--- config.mk ---
export PLATFORM = sky130hd
export DESIGN_NAME = ps2_keyboard_interface
export DESIGN_NICKNAME = d
export VERILOG_FILES = /design/src/rtl/ps2_keyboard_interface.sv
export SDC_FILE = /design/constraint.sdc
export NUM_CORES = 1
export LEC_CHECK = 0
export BUFFER_PORTS_ARGS = -buffer_cell sky130_fd_sc_hd__buf_2
export CORE_ASPECT_RATIO = 0.5
export CORE_MARGIN = 2
export CORE_UTILIZATION = 54
export DETAILED_ROUTE_END_ITERATION = 16
export PLACE_DENSITY = 0.76
export SLEW_MARGIN = 0
export SYNTH_ARGS = -nofsm -noshare
export SYNTH_HDL_FRONTEND = slang
export SYNTH_SLANG_ARGS = --single-unit
--- constraint.sdc ---
create_clock -name Clk -period 2.91 [get_ports Clk]
set_input_delay 0.7275 -clock Clk [delete_from_list [all_inputs] [get_ports Clk]]
set_output_delay 0.7275 -clock Clk [all_outputs]
set_load 0.02 [all_outputs]
--- src/rtl/ps2_keyboard_interface.sv ---
// PS/2 device-to-host receiver with glitch filtering, frame timeout, and
// make/break/extended/shift tracking that translates a key subset to ASCII.
module ps2_keyboard_interface #(
  parameter int FILTER_LEN = 8,
  parameter int TIMEOUT    = 50000
) (
  input  logic        Clk,
  input  logic        Reset,
  input  logic        PS2_CLK,
  input  logic        PS2_DAT,
  output logic [15:0] Key_Data,
  output logic        Keypress,
  output logic        Frame_Error,
  output logic [7:0]  Scancode_Out
);

  localparam int FW = $clog2(FILTER_LEN + 1);
  localparam int TW = $clog2(TIMEOUT + 1);

  typedef enum logic [1:0] {S_IDLE, S_DATA, S_PARITY, S_STOP} rx_state_e;

  logic [1:0]    clk_sync_q, clk_sync_d, dat_sync_q, dat_sync_d;
  logic          clk_filt_q, clk_filt_d, dat_filt_q, dat_filt_d;
  logic [FW-1:0] clk_cnt_q, clk_cnt_d, dat_cnt_q, dat_cnt_d;
  logic          clk_prev_q, clk_prev_d;
  logic          fall;

  rx_state_e     state_q, state_d;
  logic [2:0]    bit_cnt_q, bit_cnt_d;
  logic [7:0]    shreg_q, shreg_d;
  logic          par_q, par_d;
  logic [TW-1:0] to_cnt_q, to_cnt_d;
  logic          frame_ok, frame_err;

  logic [15:0]   key_data_q, key_data_d;
  logic          keypress_q, keypress_d;
  logic          ferr_q, ferr_d;
  logic [7:0]    sc_q, sc_d;
  logic          shift_q, shift_d, brk_q, brk_d, ext_q, ext_d;
  logic [7:0]    ascii;

  // Lowercase/digit/control mapping; shift only uppercases letters.
  function automatic logic [7:0] translate(input logic [7:0] b, input logic sh);
    logic [7:0] a;
    case (b)
      8'h1C: a = "a";  8'h32: a = "b";  8'h21: a = "c";  8'h23: a = "d";
      8'h24: a = "e";  8'h2B: a = "f";  8'h34: a = "g";  8'h33: a = "h";
      8'h43: a = "i";  8'h3B: a = "j";  8'h42: a = "k";  8'h4B: a = "l";
      8'h3A: a = "m";  8'h31: a = "n";  8'h44: a = "o";  8'h4D: a = "p";
      8'h15: a = "q";  8'h2D: a = "r";  8'h1B: a = "s";  8'h2C: a = "t";
      8'h3C: a = "u";  8'h2A: a = "v";  8'h1D: a = "w";  8'h22: a = "x";
      8'h35: a = "y";  8'h1A: a = "z";
      8'h16: a = "1";  8'h1E: a = "2";  8'h26: a = "3";  8'h25: a = "4";
      8'h2E: a = "5";  8'h36: a = "6";  8'h3D: a = "7";  8'h3E: a = "8";
      8'h46: a = "9";  8'h45: a = "0";
      8'h29: a = 8'h20; 8'h5A: a = 8'h0A; 8'h66: a = 8'h08;
      default: a = 8'h00;
    endcase
    if (sh && a >= "a" && a <= "z") a = a - 8'h20;
    return a;
  endfunction

  // A filtered level changes only after FILTER_LEN consecutive differing samples.
  always_comb begin
    clk_sync_d = {clk_sync_q[0], PS2_CLK};
    dat_sync_d = {dat_sync_q[0], PS2_DAT};
    clk_filt_d = clk_filt_q;
    dat_filt_d = dat_filt_q;
    clk_cnt_d  = '0;
    dat_cnt_d  = '0;
    if (clk_sync_q[1] != clk_filt_q) begin
      if (clk_cnt_q == FW'(FILTER_LEN - 1)) clk_filt_d = clk_sync_q[1];
      else                                  clk_cnt_d  = clk_cnt_q + 1'b1;
    end
    if (dat_sync_q[1] != dat_filt_q) begin
      if (dat_cnt_q == FW'(FILTER_LEN - 1)) dat_filt_d = dat_sync_q[1];
      else                                  dat_cnt_d  = dat_cnt_q + 1'b1;
    end
    clk_prev_d = clk_filt_q;
  end

  assign fall = clk_prev_q & ~clk_filt_q;

  always_comb begin
    state_d   = state_q;
    bit_cnt_d = bit_cnt_q;
    shreg_d   = shreg_q;
    par_d     = par_q;
    frame_ok  = 1'b0;
    frame_err = 1'b0;
    to_cnt_d  = (state_q == S_IDLE || fall) ? '0 : to_cnt_q + 1'b1;
    if (state_q != S_IDLE && !fall && to_cnt_q == TW'(TIMEOUT - 1)) begin
      state_d   = S_IDLE;
      frame_err = 1'b1;
      to_cnt_d  = '0;
    end else if (fall) begin
      case (state_q)
        S_IDLE: begin
          if (!dat_filt_q) begin
            state_d   = S_DATA;
            bit_cnt_d = '0;
          end
        end
        S_DATA: begin
          shreg_d   = {dat_filt_q, shreg_q[7:1]};
          bit_cnt_d = bit_cnt_q + 1'b1;
          if (bit_cnt_q == 3'd7) state_d = S_PARITY;
        end
        S_PARITY: begin
          par_d   = dat_filt_q;
          state_d = S_STOP;
        end
        S_STOP: begin
          if (dat_filt_q && ^{shreg_q, par_q}) frame_ok  = 1'b1;
          else                                 frame_err = 1'b1;
          state_d = S_IDLE;
        end
        default: state_d = S_IDLE;
      endcase
    end
  end

  assign ascii = translate(shreg_q, shift_q);

  always_comb begin
    key_data_d = key_data_q;
    keypress_d = 1'b0;
    ferr_d     = frame_err;
    sc_d       = sc_q;
    shift_d    = shift_q;
    brk_d      = brk_q;
    ext_d      = ext_q;
    if (frame_err) begin
      brk_d = 1'b0;
      ext_d = 1'b0;
    end
    if (frame_ok) begin
      sc_d = shreg_q;
      if (shreg_q == 8'hE0) ext_d = 1'b1;
      else if (shreg_q == 8'hF0) brk_d = 1'b1;
      else begin
        if (shreg_q == 8'h12 || shreg_q == 8'h59) shift_d = ~brk_q;
        else if (!brk_q && !ext_q && ascii != 8'h00) begin
          key_data_d = {8'h00, ascii};
          keypress_d = 1'b1;
        end
        brk_d = 1'b0;
        ext_d = 1'b0;
      end
    end
  end

  always_ff @(posedge Clk or negedge Reset) begin
    if (!Reset) begin
      clk_sync_q <= 2'b11;
      dat_sync_q <= 2'b11;
      clk_filt_q <= 1'b1;
      dat_filt_q <= 1'b1;
      clk_cnt_q  <= '0;
      dat_cnt_q  <= '0;
      clk_prev_q <= 1'b1;
      state_q    <= S_IDLE;
      bit_cnt_q  <= '0;
      shreg_q    <= '0;
      par_q      <= 1'b0;
      to_cnt_q   <= '0;
      key_data_q <= '0;
      keypress_q <= 1'b0;
      ferr_q     <= 1'b0;
      sc_q       <= '0;
      shift_q    <= 1'b0;
      brk_q      <= 1'b0;
      ext_q      <= 1'b0;
    end else begin
      clk_sync_q <= clk_sync_d;
      dat_sync_q <= dat_sync_d;
      clk_filt_q <= clk_filt_d;
      dat_filt_q <= dat_filt_d;
      clk_cnt_q  <= clk_cnt_d;
      dat_cnt_q  <= dat_cnt_d;
      clk_prev_q <= clk_prev_d;
      state_q    <= state_d;
      bit_cnt_q  <= bit_cnt_d;
      shreg_q    <= shreg_d;
      par_q      <= par_d;
      to_cnt_q   <= to_cnt_d;
      key_data_q <= key_data_d;
      keypress_q <= keypress_d;
      ferr_q     <= ferr_d;
      sc_q       <= sc_d;
      shift_q    <= shift_d;
      brk_q      <= brk_d;
      ext_q      <= ext_d;
    end
  end

  assign Key_Data     = key_data_q;
  assign Keypress     = keypress_q;
  assign Frame_Error  = ferr_q;
  assign Scancode_Out = sc_q;

endmodule

======== Word-level counts from Yosys, hierarchy flattened ========
Memory sizes are Yosys's and may differ from the RTL's.
Index checks and enable logic that the tools add are counted.
operators by class
  add/sub/neg operators ................... 5
  magnitude comparators ................... 2
  eq/ne operators ......................... 16
  multiplexer cells ....................... 36
  bitwise operators ....................... 7
  reductions and logical operators ........ 26
operators with widths
  operator               number
  $mux 16                2
  $mux 1                 21
  $add 16x1->16 const B  1
  $eq 16x16->1 const B   1
  $eq 8x8->1 const B     2
  $mux 4                 4
  $mux 8                 2
  $reduce_and 3->1       3
  $reduce_xor 9->1       1
  $add 4x1->4 const B    2
  $eq 4x3->1 const B     2
  $eq 8x5->1 const B     1
  $eq 8x7->1 const B     1
  $ge 8x7->1 const B     1
  $le 8x7->1 const B     1
  $mux 2                 4
  $pmux 2 s4             1
  $reduce_and 4->1       2
  $reduce_bool 8->1      1
  $sub 8x6->8 const B    1
  $logic_and 1x1->1      7
  $not 1->1              6
  $pmux 3 s2             1
  $reduce_bool 2->1      3
  other kinds (15)       21
word-level totals
  flip-flop bits (word level) ............. 66
  memory bits (read-only) ................. 896
  output and inout port bits .............. 26
  memories kept ........................... 1
memories
  name             words  width  rd ports  clocked after Yosys merged registers in  wr ports  RTL line  RTL
  (no name shown)  128    7      1         0                                        0         45        case (b)

======== Longest topological paths before layout ========
An unclocked memory read counts as a cell.
  word-level depth ........................ 13
  depth in mapped cells ................... 13

======== Least setup slack after synthesis ========
Ideal clock, no wire load.
  path type ............................... flip-flop to flip-flop
  from .................................... register shreg_q[1]
  to ...................................... register key_data_q[6], in the netlist Key_Data[6]
  data arrival time ....................... 2.919 ns
  path slack .............................. -0.131 ns
  stages on the path, launching flop included .. 13
  clock period less this slack ............ 3.041 ns
  cell sequence ........................... dfrtp_1 > inv_1 > ha_1 > nand2_1 > a2111oi_0 > nand2_1 > a31o_2 > a32oi_1 > inv_1 > ha_1 > and3_1 > nand3_1 > a32o_1
on the way
  word-level cells in the longest chain between the ends .. 9
  elaborated cells between the ends (all ways) .. 25
  classes of those cells .................. add/sub (1); order compare (2); eq/ne (4); mux (6); bitwise (3); reduce/logical (8); memory (1)
ends and longest elaborated chain
  what                               RTL line  RTL
  start, declared                    30        logic [7:0] shreg_q, shreg_d;
  start signal, assigned             184       shreg_q <= shreg_d;
  $mem_v2 128x7                      n/a
  $mux 8                             45
  $ge 8x7->1                         59        if (sh && a >= "a" && a <= "z") a = a - 8'h20;
  $logic_and 1x1->1 (2 in series)    59
  $mux 8                             59
  $reduce_bool 8->1                  143       else if (!brk_q && !ext_q && ascii != 8'h00) begin
  $logic_and 1x1->1                  143
  $reduce_and 5->1 (no source line)  n/a
  end signal, assigned               187       key_data_q <= key_data_d;
  end, declared                      35        logic [15:0] key_data_q, key_data_d;
Several ways; a longest one is shown, not always the timed one.
A chain may end at the register's enable or synchronous reset.

======== Worst setup path after layout ========
  from .................................... register shreg_q[1]
  to ...................................... register key_data_q[2], in the netlist Key_Data[2]
The elaborated chain is that of the path after synthesis.

==> flow_summary_export.csv <==
group,metric,value,unit
synth,syn_avg_cell_area,9.199,um2
placed_design,placed_area,4245,um2
floorplan,coreArea,6753,um2
hold_path,hp-start,"clk_sync_q[0]",
critical_path,crit_chain,"ha_4, buf_6, o211a_1, o311ai_2, o32ai_2, or3_1, or3_4, o31a_4, mux2_4",
timing,hold_viol_final,0,
final_layout,final_cells,565,
floorplan,die_x,122.9,um
clock_network,ctsHoldBuffers,0,
clock_network,htree_levels,3,
hold_path,hp-class,"reg2reg",
final_layout,drive_gt1_frac,0.2643,
route,antenna_left,0,
clock_network,cts_tree,"yes",
critical_path,crit_path_top_delay_cell,"dfrtp_2",
synth,synth-seq-cells,66,
floorplan,io_pins,30,
job,maxCapViolCount,0,
clock_network,clockRootBuffer,"clkbuf_16",
power_and_ir_drop,power_leakage,2.156,nW
critical_path,critPathArrivalTime,3.07,ns
placed_design,place.gp.congestion,0.9816,
synth,synth_warnings,0,
synth,netlist.top_cell.by_area,"dfrtp_1",
clock_network,clk_latency,0.33,ns
clock_network,clk_pin_slew,0.06,ns
critical_path,critPathLaunchType,"flip-flop",
global_routing,grt_pass1_wl,14810,um
critical_path,cp_num_cells,9,
route,avgRoutedWirePerCell,15.20,um
critical_path,critPathRequiredTime,3.12,ns
timing,finalSetupViolations,0,
route,drt_first_pass_iters,4,
global_routing,grt_max_degree,30,
critical_path,r2r_start,"shreg_q[1]",
timing,fmax,0.3505,GHz
clock_network,cts_buffers,9,
synth,yosysMostFrequentCell,"dfrtp_1",
placed_design,dp_cells,544,
clock_network,cts_buffer_depth,2,
critical_path,worst-r2r-cell-count,9,
global_routing,grt_pass1_vias,3077,
timing,hold-worst-slack,0.3553,ns
global_routing,grt_usage,0.2481,
final_layout,area_growth,23.37,%
critical_path,max_stage_delay,0.45,ns
synth,synth_cell_type_count,58,
floorplan,die-height,63.46,um
route,drt_iter0_drc,270,
route,drc,0,
timing,finalSetupTns,0,ns
synth,ys_top_cells_by_count,"dfrtp_1 (59), nand2_1 (52), nor2_1 (46)",
synth,synth_top_area_frac,0.3868,
power_and_ir_drop,ir_drop,377.1,uV
timing,slew_headroom,0.6202,
final_layout,nNetsFinal,489,
final_layout,final_cell_area,4710,um2
critical_path,crit_type,"reg2reg",
placed_design,numPortBuffers,21,
critical_path,r2r_slack,0.06,ns
critical_path,worstSetupEndpointType,"flip-flop",
timing,layout_worst_path_cycle_share,0.9804,
synth,synthFlopType,"dfrtp_1",
global_routing,grt-ovfl-total,0,
timing,period_minus_slack,2.853,ns
final_layout,num_antenna_cells,0,
floorplan,num_rows,21,
synth,postSynth.asyncResetShare,1.000,
critical_path,crit_family,"compound AO/OA/AOI/OAI gates",
floorplan,dieArea,7799,um2
route,num_vias,3127,
synth,synth-edff-count,0,
synth,synthTopCellsByArea,"dfrtp_1 (39%), ha_1 (5.6%), nand2_1 (5.1%)",
critical_path,worstPathMaxFanout,7,
critical_path,r2r_end,"Key_Data[2]",
timing,tightest_slew,0.5697,ns
clock_network,numClockSinks,66,
synth,synth.cell_area,3817,um2
timing,finalMaxSlewViolations,0,
route,avgViaCountPerCell,5.535,
route,postRouteWirelength,8586,um
hold_path,hold_depth,0,
synth,synth_seq_area_share,0.4349,
timing,rsz0062_at_grt,"yes",
run_status,run_status,"complete, no violations",
final_layout,n_fill_cell,505,
placed_design,place_hpwl,5963,um
global_routing,antenna_found_initial,0,
power_and_ir_drop,power.density,576.2,nW/um2
floorplan,start_util,0.5653,
critical_path,cp_num_buf_inv,1,
synth,syn_inst,415,
timing,fin_skew,0.005531,ns
hold_path,hold_end,"clk_sync_q[1]",
## registers in the layout, summed over array words and instances, names as in the netlist, 2 cells and up
register / count
clk_cnt_q: 4
to_cnt_q: 16
state_q: 2
shreg_q: 8
dat_cnt_q: 4
Scancode_Out: 8
bit_cnt_q: 3
clk_sync_q: 2
dat_sync_q: 2
Key_Data: 8
## power breakdown
group | internal, mW | switching, mW | total (mW)
Sequential | 1.04 | 0.109 | 1.15
Combinational | 0.193 | 0.288 | 0.481
Clock | 0.683 | 0.399 | 1.08
## worst max path at each step
stage	start	end	slack, ns
6_report	shreg_q[1]	Key_Data[2]	0.06
2_1_floorplan	shreg_q[0]	Key_Data[0]	0.00005
3_3_place_gp	shreg_q[1]	Key_Data[6]	-0.07
4_1_cts	shreg_q[1]	Key_Data[2]	-0.005
3_5_place_dp	shreg_q[1]	Key_Data[6]	-0.07
5_1_grt	shreg_q[1]	Key_Data[2]	-0.05
## area by class of cell
class                           count  area [um2]  share of cell area
Multi-Input combinational cell    314        2111              0.4482
Sequential cell                    66        1664              0.3533
Timing Repair Buffer               64       473.0              0.1004
Clock buffer                       11       242.7             0.05154
Tap cell                           92       115.1             0.02444
Clock inverter                      5       55.05             0.01169
Inverter                           13       48.80             0.01036
## cell families (layout without fill, tap and decap cells)
logic type,Yosys count,count (layout),share of synthesized area
DFF,66,66,0.4349
AOI/OAI and AO/OA,81,81,0.1396
other,1,8,0.0009823
xor gates and xnor gates,25,25,0.05736
buffers and inverters,42,93,0.05539
adders and majority gates,17,17,0.05572
and+or+nand+nor,167,167,0.2055
muxes,16,16,0.05047
## through the flow
stage	power, mW	worst slack (ns)	utilization
finish	2.714	0.05701	0.6974
global route	2.884	-0.05307	0.6974
CTS	2.739	-0.004917	0.6950
detailed placement	1.647	-0.07379	0.6287
global placement	1.625	-0.07176	0.6287
floorplan	1.520	0.00004796	-
## placed cells by master, fill, tap and decap left out, types with 9 or more instances in the layout
cell,Yosys,routed
nor3_1,12,10
nor2b_1,12,12
buf_2,7,21
o21ai_0,25,25
clkbuf_16,0,9
ha_1,17,13
nand3_1,14,14
xnor2_1,17,16
nand2_1,52,50
nor2_1,46,45
dfrtp_1,59,56
buf_4,8,38
a21oi_1,12,12
## what timing repair did
item / in CTS / in global routing
endpoints found under the setup margin: 6 / 6
pin swaps: 5 / 2
gates resized for setup: 23 / 2
setup buffers: 4 / 1
## routing by layer
| metal | wire (um) | GRT usage |
|---|---|---|
| met4 | 148 | 0.08764 |
| met5 | 0 | 0 |
| met3 | 526 | 0.07428 |
| met2 | 3948 | 0.3985 |
| met1 | 3962 | 0.3185 |
No activity file was read; power rests on OpenSTA's default activity.
